**config.mk**
```make
export PLATFORM = sky130hd
export DESIGN_NAME = enter_pulse_conditioner
export DESIGN_NICKNAME = d
export VERILOG_FILES = /design/src/rtl/calc_pkg.sv /design/src/rtl/sync_ff.sv /design/src/rtl/enter_pulse_conditioner.sv
export SDC_FILE = /design/constraint.sdc
export NUM_CORES = 1
export LEC_CHECK = 0
export CAP_MARGIN = 20
export CORE_UTILIZATION = 40
export CTS_CLUSTER_SIZE = 28
export DETAILED_ROUTE_END_ITERATION = 10
export SETUP_SLACK_MARGIN = 0.2
export SYNTH_ARGS = -nofsm -noshare
export SYNTH_HDL_FRONTEND = slang
export SYNTH_HIERARCHICAL = 1
export SYNTH_SLANG_ARGS = --single-unit
```
**constraint.sdc**
```tcl
create_clock -name clk -period 3.6 [get_ports clk]
set_clock_uncertainty 0.05 [all_clocks]
set_input_delay 0.36 -clock clk [delete_from_list [all_inputs] [get_ports clk]]
set_output_delay 0.36 -clock clk [all_outputs]
set_load 0.05 [all_outputs]
```
**src/rtl/calc_pkg.sv**
```systemverilog
// Shared types for the RPN calculator: Enter-button conditioner state encoding.
package calc_pkg;

  typedef enum logic [2:0] {
    S_ARM        = 3'd0,
    S_IDLE       = 3'd1,
    S_PRESS_DB   = 3'd2,
    S_HELD       = 3'd3,
    S_RELEASE_DB = 3'd4
  } btn_state_t;

endpackage

```
**src/rtl/sync_ff.sv**
```systemverilog
// Generic multi-flop synchroniser for an asynchronous single-bit input.
module sync_ff #(
  parameter int unsigned STAGES = 2
) (
  input  logic clk,
  input  logic reset,
  input  logic d,
  output logic q
);

  logic [STAGES-1:0] chain;

  always_ff @(posedge clk) begin
    if (reset) chain <= '0;
    else       chain <= {chain[STAGES-2:0], d};
  end

  assign q = chain[STAGES-1];

endmodule

```
**src/rtl/enter_pulse_conditioner.sv**
```systemverilog
// Enter push-button conditioner: synchronise, debounce, one strobe per press
// plus a one-shot long-hold strobe.
module enter_pulse_conditioner
  import calc_pkg::*;
#(
  parameter int unsigned SYNC_STAGES     = 2,
  parameter int unsigned DEBOUNCE_CYCLES = 1_000_000,
  parameter int unsigned LONG_CYCLES     = 100_000_000
) (
  input  logic clk,
  input  logic reset,
  input  logic btn_raw,
  output logic enter_pulse,
  output logic long_pulse,
  output logic btn_level
);

  localparam int unsigned DB_W   = $clog2(DEBOUNCE_CYCLES + 1);
  localparam int unsigned HOLD_W = $clog2(LONG_CYCLES + 1);
  localparam logic [DB_W-1:0]   DB_LAST   = DB_W'(DEBOUNCE_CYCLES - 1);
  localparam logic [HOLD_W-1:0] LONG_LAST = HOLD_W'(LONG_CYCLES - 1);
  localparam logic [HOLD_W-1:0] HOLD_MAX  = HOLD_W'(LONG_CYCLES);

  if (SYNC_STAGES < 2) begin : g_bad_sync
    $error("SYNC_STAGES must be >= 2");
  end
  if (DEBOUNCE_CYCLES < 1) begin : g_bad_db
    $error("DEBOUNCE_CYCLES must be >= 1");
  end
  if (LONG_CYCLES < 1) begin : g_bad_long
    $error("LONG_CYCLES must be >= 1");
  end

  logic s;

  sync_ff #(.STAGES(SYNC_STAGES)) u_sync (
    .clk   (clk),
    .reset (reset),
    .d     (btn_raw),
    .q     (s)
  );

  btn_state_t        state_q, state_d;
  logic [DB_W-1:0]   db_cnt_q, db_cnt_d;
  logic [HOLD_W-1:0] hold_cnt_q, hold_cnt_d;
  logic              long_done_q, long_done_d;
  logic              enter_d, long_d, level_d;

  always_ff @(posedge clk) begin
    if (reset) begin
      state_q     <= S_ARM;
      db_cnt_q    <= '0;
      hold_cnt_q  <= '0;
      long_done_q <= 1'b0;
      enter_pulse <= 1'b0;
      long_pulse  <= 1'b0;
      btn_level   <= 1'b0;
    end else begin
      state_q     <= state_d;
      db_cnt_q    <= db_cnt_d;
      hold_cnt_q  <= hold_cnt_d;
      long_done_q <= long_done_d;
      enter_pulse <= enter_d;
      long_pulse  <= long_d;
      btn_level   <= level_d;
    end
  end

  // Next-state, counters and registered-output next values.
  always_comb begin
    state_d     = state_q;
    db_cnt_d    = db_cnt_q;
    hold_cnt_d  = hold_cnt_q;
    long_done_d = long_done_q;
    enter_d     = 1'b0;
    long_d      = 1'b0;
    level_d     = btn_level;

    case (state_q)
      // Requires a stable release first, so a button held through reset is ignored.
      S_ARM: begin
        if (s) begin
          db_cnt_d = '0;
        end else begin
          db_cnt_d = db_cnt_q + DB_W'(1);
          if (db_cnt_q == DB_LAST) state_d = S_IDLE;
        end
      end
      S_IDLE: begin
        if (s) begin
          state_d  = S_PRESS_DB;
          db_cnt_d = '0;
        end
      end
      S_PRESS_DB: begin
        if (!s) begin
          state_d = S_IDLE;
        end else begin
          db_cnt_d = db_cnt_q + DB_W'(1);
          if (db_cnt_q == DB_LAST) begin
            state_d     = S_HELD;
            enter_d     = 1'b1;
            level_d     = 1'b1;
            hold_cnt_d  = '0;
            long_done_d = 1'b0;
          end
        end
      end
      S_HELD: begin
        if (hold_cnt_q != HOLD_MAX) hold_cnt_d = hold_cnt_q + HOLD_W'(1);
        if (hold_cnt_q == LONG_LAST && !long_done_q) begin
          long_d      = 1'b1;
          long_done_d = 1'b1;
        end
        if (!s) begin
          state_d  = S_RELEASE_DB;
          db_cnt_d = '0;
        end
      end
      S_RELEASE_DB: begin
        if (s) begin
          state_d = S_HELD;
        end else begin
          db_cnt_d = db_cnt_q + DB_W'(1);
          if (db_cnt_q == DB_LAST) begin
            state_d = S_IDLE;
            level_d = 1'b0;
          end
        end
      end
      default: begin
        state_d     = S_ARM;
        db_cnt_d    = '0;
        hold_cnt_d  = '0;
        long_done_d = 1'b0;
        level_d     = 1'b0;
      end
    endcase
  end

endmodule

```
==> reports/metrics.sh <==
IO_BUFFER_COUNT=5
HP-CLASS='reg -> reg'
SETUP.WORST_PATH.END_CLASS='flop'
LAYOUT.CORE_UTILIZATION=0.442
YS_WARN_COUNT=6
MAX_SLEW.WORST_PIN.SLEW_NS=0.845
FLIP_FLOP_AND_LATCH_COUNT_AFTER_SYNTHESIS=56
POSTLAYOUTSETUPSLACKWORST_NS=0.776
SYNTH_FP_NETS=372
DRC=0
DP.CELLS=454
TIMING.HOLD.WORST_PATH_DEPTH=1
GRT_SETUP_UNREPAIRED='no'
HPWLAFTERDP_MM=4.79
DIE-WIDTH_UM=88.8
SYNTH_AREA_PER_CELL_UM2=8.23
GLOBALROUTE.TOTALOVERFLOW=0
GRT_FIRST_PASS_WIRELENGTH_MM=11.9
CLOCK_TREE.ROOT_CELL='clkbuf_8'
REPORT.FINAL.HOLD_VIOL_COUNT=0
FF2FF_SETUP_SLACK_NS=0.78
COMMONEST_CELLS_AFTER_ROUTING_FILL_AND_TAPS_ASIDE='56 x dfxtp_1, 29 x nand2_1, 27 x a21oi_1'
FINAL.SETUP.TNS_NS=0
WORSTSETUPPATHTYPE='reg -> reg'
RR_WORST_DEPTH=5
CTS_SETUP_BUFFERS=0
FILLCELLCOUNT=766
MAX-CLOCK-PATH-BUFFERS=2
ALL_LAYER_GLOBAL_ROUTING_USAGE=0.193
DRT_PRE_ANTENNA_ITERS=5
VIASPERCELL=5.95
ANT_NETS=0
SYN_TO_FINAL_GROWTH_PCT=6.36
DIE_AREA_UM2=7880
PORTION_OF_THE_POST_SYNTHESIS_AREA_USED_BY_SEQUENTIAL_ELEMENTS=0.372
CLKTRANSATPATHREGS_NS=0.10
SHARE_OF_FINAL_LAYOUT_STANDARD_CELLS_STRONGER_THAN_DRIVE_STRENGTH_1=0.0414
FINAL_NET_COUNT=368
TOTAL_OF_CELLS_RESIZED_AFTER_CLOCK_TREE_SYNTHESIS=0
REQUIRED_NS=3.80
GRT_START_MAX_NET_PINS=26
FF_LATCH_AREA_UM2=1120
SYNTHESIS.AREA_UM2=3010
CORE_UM2=7250
DRT-TOTAL-WL_MM=7.04
WHS_ENDPOINT='u_sync/chain[1]'
HOLD_START='u_sync/chain[0]'
VIAS=2741
GRT_PASS1_VIAS=2425
DIODES=0
FINALCRITICALPERIOD_NS=2.82
CLK-INSERTION-DELAY-LATE_NS=0.30
SYNTH_ENABLE_FLOP_CELLS=0
MOST_USED_FLIP_FLOP_CELL_AFTER_SYNTHESIS='dfxtp_1'
FLOORPLAN.INITIALDENSITY=0.415
GRT_ANTENNA_BEFORE_REPAIR=0
FIRST_ITERATION_DETAILED_ROUTING_DRC_COUNT=183
ROW_COUNT=31
REPORT.FINAL.SETUP_VIOL=0
CRITPATHARRIVALTIME_NS=3.02
P_LEAK_nW=0.923
FRACTION_OF_REGISTERS_WITH_ASYNC_SET_RESET=0
LAYOUT.CELLS.MOST_COMMON='dfxtp_1'
GLOBALPLACE.CONGESTION=0.816
MAXCAPVIOLATIONS=0
AVGROUTEDWIREPERCELL_UM=15.3
PEAKVDDDROP_V=0.000165
SYNTHESIS.INSTANCES=366
CTS-BUFFERS-INSERTED=5
STDCELL_COUNT=461
R2R_START='state_q[2]'
MULTI_INPUT_COMB_AREA_UM2=1770
OUTCOME='complete, no violations'
NUM_IO_PINS=6
CTS.SINK_COUNT=56
POWER.DENSITY_nW_PER_UM2=315
CTS-HOLD-FIX-BUFFERS=0
WORSTPATHMAXFANOUT=20
CRIT_PATH_START_KIND='flop'
SLEW_VIOLATIONS=0
DPL_WORST_SLACK_NS=0.851
YOSYSUNIQUECELLTYPES=50
SLEW-LIMIT-HEADROOM=0.431
WORST_R2R_ENDPOINT='hold_cnt_q[22]'
HTREE_NUM_LEVELS=2
ACHIEVABLE-FREQUENCY_MHz=354
FLOORPLAN.DIE.HEIGHT_UM=88.8
FIN_CRIT_SH=0.784
CTS_TREE='built'
==> worst max-delay path by stage <==
stage           startpoint  slack (ns)              to
5_1_grt         state_q[2]        0.52  hold_cnt_q[23]
2_1_floorplan  db_cnt_q[7]        1.40   hold_cnt_q[1]
3_5_place_dp    state_q[2]        0.85  hold_cnt_q[22]
6_report        state_q[2]        0.78  hold_cnt_q[22]
3_3_place_gp    state_q[2]        0.82  hold_cnt_q[22]
4_1_cts         state_q[2]        0.82  hold_cnt_q[22]
==> kinds of logic (layout without fill, tap and decap cells) <==
group / count (synthesis) / after routing / synth area share
buffers and inverters: 30 / 26 / 0.0415
flip-flops: 56 / 56 / 0.372
AO/OA/AOI/OAI: 102 / 102 / 0.231
adder cells (fa/ha/maj): 3 / 3 / 0.0125
multiplexers: 4 / 4 / 0.0137
XOR/XNOR: 8 / 8 / 0.0233
AND/OR/NAND/NOR: 163 / 163 / 0.306
==> final cells by class <==
class                   count  share of cell area
clock buffers               6              0.0227
clock inverters             1             0.00156
inverters                  11              0.0129
multi-input cells         280               0.551
flip-flops and latches     56               0.350
well taps                  99              0.0387
repair buffers              8              0.0230
==> critical path, stage by stage, from the launching register on <==
cell     delay [ns]
dfxtp_1        0.72
a21oi_1        0.40
nor4_1         0.82
nand2_1        0.14
or4_1          0.50
a21oi_1        0.14
==> cell usage after synthesis (2+ instances only) <==
cell type  count  area share
dfxtp_1       56        0.37
nand2_1       29       0.036
a21oi_1       27       0.045
nand3_1       22       0.037
or4_1         20       0.050
nor2_1        19       0.024
o31ai_1       15       0.037
nor3_1        14       0.023
clkbuf_1      13       0.016
inv_1         11       0.014
nor4_1        11       0.023
o21ai_0       11       0.018
and3_1         9       0.019
a31oi_1        8       0.017
nand4_1        8       0.017
and2_1         7       0.015
o211ai_1       7       0.017
or3_1          6       0.012
a311oi_1       5       0.015
nor2b_1        5       0.010
o2111ai_1      5       0.015
o21a_1         5       0.012
xor2_1         5       0.015
a211oi_1       4       0.010
buf_2          4      0.0066
nand2b_1       4      0.0083
a211o_1        3      0.0087
a41oi_1        3      0.0087
ha_1           3       0.012
mux2i_1        3       0.010
xnor2_1        3      0.0087
and4_1         2      0.0058
o31a_1         2      0.0058
==> routing by layer <==
| metal | track usage | wire length, um | vias up |
|---|---|---|---|
| met1 | 0.294 | 3680 | 1282 |
| met3 | 0.0308 | 235 | 4 |
| met4 | 0.0484 | 44 | 0 |
| met2 | 0.283 | 3080 | 56 |
| li1 | - | - | 1399 |
| met5 | 0 | 0 | - |
==> state kept, by name (all words and copies together), names as in the netlist <==
register	cells
long_pulse	1
enter_pulse	1
db_cnt_q	20
hold_cnt_q	27
long_done_q	1
state_q	3
btn_level	1
u_sync/chain	2
==> stage by stage <==
step           total power, W  area, um2  hold WS [ns]
2_1_floorplan        0.000677       3010         0.364
3_3_place_gp         0.000690       3110         0.368
3_5_place_dp         0.000692       3130         0.379
4_1_cts               0.00102       3200         0.403
5_1_grt               0.00106       3200         0.433
6_report              0.00101       3200         0.400
==> where the power goes <==
part / leakage, nW / internal, W / switching, W
Sequential: 0.452 / 0.000625 / 0.00000694
Combinational: 0.431 / 0.0000153 / 0.0000302
Clock: 0.0410 / 0.000133 / 0.000199
No activity file was read; power rests on OpenSTA's default activity.
